`src/rtl/gcd.sv`:
```
// Binary (Stein) GCD of two 8-bit unsigned operands, one reduction step per clock.
// A load pulse in IDLE starts a run; done pulses once when res is updated.
module gcd (
   input  logic       clk,
   input  logic       resetb,
   input  logic [7:0] u,
   input  logic [7:0] v,
   input  logic       ld,
   output logic [7:0] res,
   output logic       done
);

   typedef enum logic [1:0] {IDLE, CALC, DONE} state_t;

   state_t     state_q, state_d;
   logic [7:0] a_q, a_d;
   logic [7:0] b_q, b_d;
   logic [2:0] k_q, k_d;
   logic [7:0] res_q, res_d;
   logic       done_q, done_d;

   logic [7:0] diff_ab, diff_ba, a_shl, b_shl;

   assign diff_ab = a_q - b_q;
   assign diff_ba = b_q - a_q;
   // The common power of two never pushes the result past max(u,v), so truncation is safe.
   assign a_shl   = a_q << k_q;
   assign b_shl   = b_q << k_q;

   always_ff @(posedge clk or posedge resetb) begin
      if (resetb) begin
         state_q <= IDLE;
         a_q     <= '0;
         b_q     <= '0;
         k_q     <= '0;
         res_q   <= '0;
         done_q  <= 1'b0;
      end else begin
         state_q <= state_d;
         a_q     <= a_d;
         b_q     <= b_d;
         k_q     <= k_d;
         res_q   <= res_d;
         done_q  <= done_d;
      end
   end

   always_comb begin
      state_d = state_q;
      a_d     = a_q;
      b_d     = b_q;
      k_d     = k_q;
      res_d   = res_q;
      done_d  = 1'b0;
      case (state_q)
         IDLE: begin
            if (ld) begin
               a_d     = u;
               b_d     = v;
               k_d     = '0;
               state_d = CALC;
            end
         end
         CALC: begin
            if (a_q == 8'd0) begin
               res_d   = b_shl;
               done_d  = 1'b1;
               state_d = DONE;
            end else if (b_q == 8'd0) begin
               res_d   = a_shl;
               done_d  = 1'b1;
               state_d = DONE;
            end else if (!a_q[0] && !b_q[0]) begin
               a_d = a_q >> 1;
               b_d = b_q >> 1;
               k_d = k_q + 3'd1;
            end else if (!a_q[0]) begin
               a_d = a_q >> 1;
            end else if (!b_q[0]) begin
               b_d = b_q >> 1;
            end else if (a_q >= b_q) begin
               a_d = diff_ab >> 1;
            end else begin
               b_d = diff_ba >> 1;
            end
         end
         DONE: state_d = IDLE;
         default: state_d = IDLE;
      endcase
   end

   assign res  = res_q;
   assign done = done_q;

endmodule

```
`config.mk`:
```
export PLATFORM = sky130hd
export DESIGN_NAME = gcd
export DESIGN_NICKNAME = d
export VERILOG_FILES = /design/src/rtl/gcd.sv
export SDC_FILE = /design/constraint.sdc
export NUM_CORES = 1
export LEC_CHECK = 0
export CORE_MARGIN = 3
export CORE_UTILIZATION = 57
export CTS_CLUSTER_DIAMETER = 60
export DETAILED_ROUTE_END_ITERATION = 6
export GPL_ROUTABILITY_DRIVEN = 0
export HOLD_SLACK_MARGIN = 0.08
export PLACE_DENSITY = 0.86
export SYNTH_ARGS = -nofsm -noshare
export SYNTH_HDL_FRONTEND = slang
export SYNTH_SLANG_ARGS = --single-unit
```
`constraint.sdc`:
```
create_clock -name clk -period 2.9 [get_ports clk]
set_clock_uncertainty 0.1 [all_clocks]
set_input_delay 0.29 -clock clk [delete_from_list [all_inputs] [get_ports clk]]
set_output_delay 0.29 -clock clk [all_outputs]
set_load 0.02 [all_outputs]
```
=== Word level (Yosys, flattened, before mapping) ===
Cells that the tools add are included.

* Add/subtract/negate cells: 3
* Magnitude comparators: 1
* Eq/ne operators: 10
* Shift-type cells: 2
* Mux-type cells: 30
* Reduce and logical (&&, ||, !) cells: 15

{| class="wikitable"
|+ Operators with widths
! kind !! count
|-
| $mux 8 || 16
|-
| $pmux 8 s2 || 2
|-
| $logic_not 8->1 || 2
|-
| $shl 8x3->8 || 2
|-
| $sub 8x8->8 || 2
|-
| $mux 3 || 4
|-
| $ne 4x4->1 const B || 3
|-
| $reduce_and 6->1 || 2
|-
| $reduce_and 5->1 || 2
|-
| $ge 8x8->1 || 1
|-
| $ne 2x2->1 const B || 4
|-
| $mux 2 || 3
|-
| $ne 3x3->1 const B || 2
|-
| $pmux 3 s2 || 1
|-
| $pmux 2 s2 || 1
|-
| $reduce_and 2->1 || 2
|-
| $reduce_and 4->1 || 1
|-
| $reduce_bool 2->1 || 2
|-
| $add 3x1->3 const B || 1
|-
| $mux 1 || 3
|-
| $eq 2x1->1 const B || 1
|-
| $logic_not 1->1 || 2
|-
| $logic_not 2->1 || 1
|-
| $logic_and 1x1->1 || 1
|}

* Register bits after elaboration: 30
* Input bits: 19
* Output and inout port bits: 9
* Logic and storage cells: 69

=== Logic depth before layout (Yosys ltp) ===
Gate-level depths: netlist (run 1).

* Depth in word-level cells: 8
* Gate-level depth with buffers: 9
* Gate-level depth less buffers: 9

=== Least setup slack after synthesis (run 1) ===
Ideal clock, no wire load.

* Path kind: register to register
* Start: register a_q[0]
* End: register b_q[1]
* Setup time: 0.128 ns
* Arrival: 2.394 ns
* Data required time: 2.672 ns
* Path slack: 0.279 ns
* Cell stages (with the launch flop): 10
* Buffers on the path: 0
* Period minus slack after synthesis: 2.621 ns
* Cell sequence: dfrtp_1 inv_1 ha_1 fa_1 nand2b_1 a21oi_1 o211a_1 o211ai_2 nand2_2 mux2_1

* Word-level cells in the longest chain between the ends: 8
* Elaborated cells between the ends (all ways): 16
* Those cells by class: add/sub (1); order compare (1); eq/ne (3); mux (7); reduce/logical (4)

{| class="wikitable"
|+ Ends and longest elaborated chain
! element !! line !! text
|-
| start, declared || 16 || <nowiki>logic [7:0] a_q, a_d;</nowiki>
|-
| start signal, assigned || 33 || <nowiki>a_q <= '0;</nowiki>
|-
| start signal, assigned || 40 || <nowiki>a_q <= a_d;</nowiki>
|-
| $sub 8x8->8 || 25 || <nowiki>assign diff_ba = b_q - a_q;</nowiki>
|-
| $mux 8 || 81 || <nowiki>end else if (a_q >= b_q) begin</nowiki>
|-
| $mux 8 || 79 || <nowiki>end else if (!b_q[0]) begin</nowiki>
|-
| $mux 8 || 77 || <nowiki>end else if (!a_q[0]) begin</nowiki>
|-
| $mux 8 || 73 || <nowiki>end else if (!a_q[0] && !b_q[0]) begin</nowiki>
|-
| $mux 8 || 69 || <nowiki>end else if (b_q == 8'd0) begin</nowiki>
|-
| $mux 8 || 65 || <nowiki>if (a_q == 8'd0) begin</nowiki>
|-
| $pmux 8 s2 || 55 || <nowiki>case (state_q)</nowiki>
|-
| end signal, assigned || 34 || <nowiki>b_q <= '0;</nowiki>
|-
| end signal, assigned || 41 || <nowiki>b_q <= b_d;</nowiki>
|-
| end, declared || 17 || <nowiki>logic [7:0] b_q, b_d;</nowiki>
|}

Several ways; a longest one is shown, not always the timed one. The select of a mux whose other input is x is not followed.
A chain may end at the register's enable or synchronous reset.

=== Worst setup path in the final report (run 1) ===
* Start: register a_q[0]
* End: register a_q[4]

* Word-level cells in the longest chain between the ends: 8
* Elaborated cells between the ends (all ways): 16
* Those cells by class: add/sub (1); order compare (1); eq/ne (3); mux (7); reduce/logical (4)

{| class="wikitable"
|+ Ends and longest elaborated chain
! element !! line !! text
|-
| $sub 8x8->8 || 24 || <nowiki>assign diff_ab = a_q - b_q;</nowiki>
|-
| $mux 8 || 81 ||
|-
| $mux 8 || 79 ||
|-
| $mux 8 || 77 ||
|-
| $mux 8 || 73 ||
|-
| $mux 8 || 69 ||
|-
| $mux 8 || 65 ||
|-
| $pmux 8 s2 || 55 ||
|}

Several ways; a longest one is shown, not always the timed one. The select of a mux whose other input is x is not followed.

==> results.md, run 1 <==
- Fin crit period: 2.73 ns
- # nets final: between 300 and 400
- GR Overflow Total: 0
- Worst-Margin Slew: 0.592 ns
- IO Port Bufs: 27
- Die span in x: 73.6 um
- TritonCTS clock tree: done
- Max Cap Viol: 0
- Die Ht: ~74 um
- Total number of vias: around 2700
- First-pass GRT wire length: about 12000 um
- #FFs+latches synth: 30
- Final Slew Violations: 0
- DP HPWL: 5510 um
- Synthesized instance count: about 300
- IO Count: 28
- Achievable clock frequency: around 370 MHz
- CTS Buf Count: 5
- CP max stage cell: fa_1
- Critical path peak fanout: 7
- Clock tree root buffer cell: clkbuf_8
- First DRT Iteration DRCs: between 300 and 400
- Worst Path Required: 2.95 ns
- Final period utilization: a little over nine tenths
- Crit path capture type: flip-flop
- Class of the most critical setup path: flip-flop to flip-flop
- Post-synthesis sequential area ratio: between 20% and 30%
- Post-cts sizing count: 0
- GRT Resource Usage Total: ~29%
- RSZ-0062 raised after global routing: no
- Crit path largest cell delay: 0.43 ns
- Most frequent cells after synthesis: nor2_1 (31), dfrtp_1 (30), a21oi_1 (20), inv_1 (20), nand2_1 (19)
- Antenna Nets Post-Route: 0
- Main area contributors after synthesis: dfrtp_1 (29%), ha_1 (8.2%), nor2_1 (4.5%)
- Core area: ~4200 sq um
- CP Launch Type: flip-flop
- First-pass DRT Iterations: 6
- Synth top area share: ~29%
- Clk pin slew, worst setup/hold paths: ~0.070 ns
- Drt wl/cell: 19.0 um
- Hold Violations, Final: 0
- Post-synth top flop: dfrtp_1
- Cts-stage hold buffer count: 0
- Vias in the first global route: about 2500
- Min-delay worst type: input port to async pin
- Slew HR: between 60% and 70%
- Routed wire length: roughly 7500 um
- Post-synthesis cell type count: 60
- Synth Net Count: between 300 and 400
- Layout area overhead: 18.8%
- Clock sink total: 30
- Worst EP arrival: around 2.8 ns
- Clk_lat worst skew: 0.29 ns
- Synth Cell Area: 2600 sq um
- Top-count cell post-synth: nor2_1
- Via density: 6.88
- Finish-stage setup viols: 0
- # fillers: 320
- Max clock buf depth: 2
- Setup TNS: 0 ns
- Crit path cell chain: inv_1, ha_1, fa_1, nand2b_1, a21oi_1, o211a_1, nor3_1, buf_4, nor2_1, o22ai_1
- Status: finished clean
- Initial Utilization: between 60% and 70%
- Ant. Diodes: 0
- Avg Cell Area, Syn: roughly 8.5 sq um
- EDFF count, synth: 0
- DR DRC count: 0
- Ys Warns: 0
- FP Rows: 23
- Initial antenna violation count: 0
- Top cell type by total area after synthesis: dfrtp_1
- Post-CTS Setup Bufs: 0
- Share of cells above drive strength 1: 12.2%
- Ys async rst share: 100%
- Die ar.: ~5400 sq um
- Largest net degree at the start of global routing: 31
- H-tree depth: 2
-- through the flow --
stage	util (%)	instances	instance area (sq um)	hold WS (ns)	worst slack (ns)
after floorplan	-	306	2600	0.281	0.279
after global placement	71.3	386	2990	0.358	0.307
after detailed placement	71.3	386	2990	0.366	0.224
after CTS	73.5	394	3090	0.299	0.203
after global routing	73.5	394	3090	0.308	0.0214
final	73.5	394	3090	0.279	0.169
-- flip-flops by register name, indices dropped and copies added, names as in the netlist --
| register | flops |
|---|---|
| a_q | 8 |
| b_q | 8 |
| res | 8 |
| k_q | 3 |
| state_q | 2 |
| done | 1 |
-- final cells by class --
| type | count | area, sq um | share of cell area (%) |
|---|---|---|---|
| multi-input cells | 238 | 1690 | 54.8 |
| flip-flops and latches | 30 | 751 | 24.3 |
| repair buffers | 44 | 398 | 12.9 |
| inverters | 24 | 90.1 | 2.92 |
| clock buffers | 6 | 82.6 | 2.67 |
| well taps | 50 | 62.6 | 2.03 |
| clock inverters | 2 | 12.5 | 0.405 |
-- worst paths after layout --
path / start / end / slack (ns) / depth (start not counted)
setup reg to reg: a_q[0]$_DFFE_PP0P_ / a_q[4]$_DFFE_PP0P_ / 0.17 / 10
hold reg to reg: res[3]$_DFFE_PP0P_ / res[3]$_DFFE_PP0P_ / 0.37 / 2
hold / removal: resetb / res[4]$_DFFE_PP0P_ / 0.28 / 3
max in group asynchronous: resetb / res[3]$_DFFE_PP0P_ / 2.13 / 3
min in group clk: res[3]$_DFFE_PP0P_ / res[3]$_DFFE_PP0P_ / 0.37 / 2
setup / recovery: a_q[0]$_DFFE_PP0P_ / a_q[4]$_DFFE_PP0P_ / 0.17 / 10
-- metal layers --
layer  track usage, %  wire length, um  vias to the layer above
met5                0                0                        -
met4             10.5              288                        0
met3             5.06              984                       44
met2             43.8             3270                      227
met1             41.8             2950                     1234
li1                 -                -                     1207
-- worst max-delay path: cells and delay by family, from the launching register on --
family                   cells  cell delay [ns]
flip-flops                   1             0.34
AND/OR/NAND/NOR              3             0.62
AO/OA/AOI/OAI                3             0.63
adder cells (fa/ha/maj)      2             0.67
buffers and inverters        2             0.24
-- placed cells by master, fill, tap and decap left out, types with 8 or more instances in the layout --
cell type        count
clkdlybuf4s50_1     27
a221oi_1             9
a21oi_1             20
dfrtp_1             30
buf_4               17
o21ai_0             13
mux2i_1             10
ha_1                17
nand2_1             19
nor2_1              31
nor3_1               8
inv_1               20
-- cell families after synthesis --
logic type                 share of synthesized area (%)
AOI/OAI and AO/OA                                   27.6
DFF                                                 28.9
adders and majority gates                           9.72
buffers and inverters                               6.06
and+or+nand+nor                                     20.0
muxes                                               5.15
xor gates and xnor gates                            2.69
Power of run 1 is not shown: default switching activity piles up to over one toggle a cycle in this logic, so the estimate is an artifact.
==> run 2, diff against run 1 <==
REMOVE_ABC_BUFFERS = 1   (was default)
==> run 2 against run 1 <==
Compared with the run above: core utilization increased by 0.39 points; clock-buffer cell count increased by 1; fmax increased by 0.33%; routed wire length decreased by 3.2%; hold slack got worse by 0.0024 ns; via count decreased by 3.4%; critical path type unchanged; setup slack improved by 0.0088 ns.
==> results.md, run 2 (synthesis gave the netlist of run 1 again) <==
- Status: finished clean
- Drt wl/cell: 18.3 um
- First-pass DRT Iterations: 5
- FP Rows: 23
- Vias in the first global route: between 2000 and 3000
- GRT Resource Usage Total: just under 30%
- RSZ-0062 raised after global routing: no
- Final Slew Violations: 0
- Crit path capture type: flip-flop
- Fin crit period: roughly 2.7 ns
- TritonCTS clock tree: done
- Clock tree root buffer cell: clkbuf_8
- Worst Path Required: just under 3 ns
- First DRT Iteration DRCs: ~290
- Clock sink total: 30
- Initial Utilization: between 60% and 70%
- Via density: 6.61
- Antenna Nets Post-Route: 0
- Commonest non-fill, non-tap cells in the layout: nor2_1 (30), dfrtp_1 (30), clkdlybuf4s50_1 (27)
- Die Ht: approximately 74 um
- CP Launch Type: flip-flop
- Routed wire length: 7260 um
- DR DRC count: 0
- Worst EP arrival: ~2.8 ns
- DP HPWL: around 5400 um
- Hold Violations, Final: 0
- Sequential cell area: between 700 and 800 sq um
- Ant. Diodes: 0
- Clk pin slew, worst setup/hold paths: approximately 0.07 ns
- Area of the multi-input gates: about 1700 sq um
- H-tree depth: 2
- Initial antenna violation count: 0
- Class of the most critical setup path: flip-flop to flip-flop
- Finish-stage setup viols: 0
- Worst-Margin Slew: approximately 0.59 ns
- Die ar.: about 5400 sq um
- Max Cap Viol: 0
- Min-delay worst type: input port to async pin
- Critical path peak fanout: 7
- CTS Buf Count: 5
- Die span in x: roughly 74 um
- IO Count: 28
- Core area: 4200 sq um
- IO Port Bufs: 27
- # fillers: 310
- Clk_lat worst skew: around 0.30 ns
- # nets final: roughly 380
- Achievable clock frequency: 367 MHz
- Final period utilization: between 90 and 100%
- Max clock buf depth: 2
- GR Overflow Total: 0
- Largest net degree at the start of global routing: 31
- Layout area overhead: 19.4%
- First-pass GRT wire length: ~12000 um
- Slew HR: between 60% and 70%
- Setup TNS: 0 ns
- Total number of vias: 2619
- Share of cells above drive strength 1: 13.0%
[run 2: repair_timing]
action                                  CTS  global route
endpoints found under the setup margin    0             8
hold buffers                              0             0
gates resized for setup                   0             2
setup buffers                             0             2
[run 2: worst paths after layout]
path                                     from                 end  slack [ns]  cells after the start
max                        a_q[0]$_DFFE_PP0P_  b_q[1]$_DFFE_PP0P_        0.18                      9
min                                    resetb  res[6]$_DFFE_PP0P_        0.28                      3
max in group asynchronous              resetb  b_q[1]$_DFFE_PP0P_        2.14                      3
min reg2reg                res[0]$_DFFE_PP0P_  res[0]$_DFFE_PP0P_        0.37                      2
min in group clk           res[0]$_DFFE_PP0P_  res[0]$_DFFE_PP0P_        0.37                      2
max reg2reg                a_q[0]$_DFFE_PP0P_  b_q[1]$_DFFE_PP0P_        0.18                      9
[run 2: critical path, stage by stage (launching register included)]
cell and delay, ns:
dfrtp_1 0.36, inv_1 0.11, ha_2 0.24, fa_1 0.40, nand2b_1 0.18, a21oi_1 0.19
o211a_1 0.28, o211ai_2 0.18, nand2_2 0.22, mux2_1 0.35
[run 2: final cells by class]
cell class / count / area share (%)
clock inverters: 1 / 0.161
inverters: 24 / 2.90
well taps: 50 / 2.01
flip-flops and latches: 30 / 24.2
repair buffers: 46 / 13.3
clock buffers: 7 / 2.78
multi-input cells: 238 / 54.7
[run 2: layer usage]
metal  up-vias  track usage, %  wire [um]
li1       1215               -          -
met1      1199            39.1       3000
met2       170            44.2       3260
met3        35            6.70        725
met4         0            14.1        275
met5         -               0          0
[run 2: metrics by stage]
| step | cells | utilization (%) | hold WS, ns | setup slack, ns | area (sq um) |
|---|---|---|---|---|---|
| 2_1_floorplan | 292 | - | 0.281 | 0.273 | 2530 |
| 3_3_place_gp | 386 | 71.3 | 0.352 | 0.289 | 2990 |
| 3_5_place_dp | 386 | 71.3 | 0.356 | 0.135 | 2990 |
| 4_1_cts | 394 | 73.4 | 0.303 | 0.113 | 3090 |
| 5_1_grt | 396 | 73.9 | 0.327 | 0.0295 | 3110 |
| 6_report | 396 | 73.9 | 0.277 | 0.178 | 3110 |
Power of run 2 is left out for the same reason.
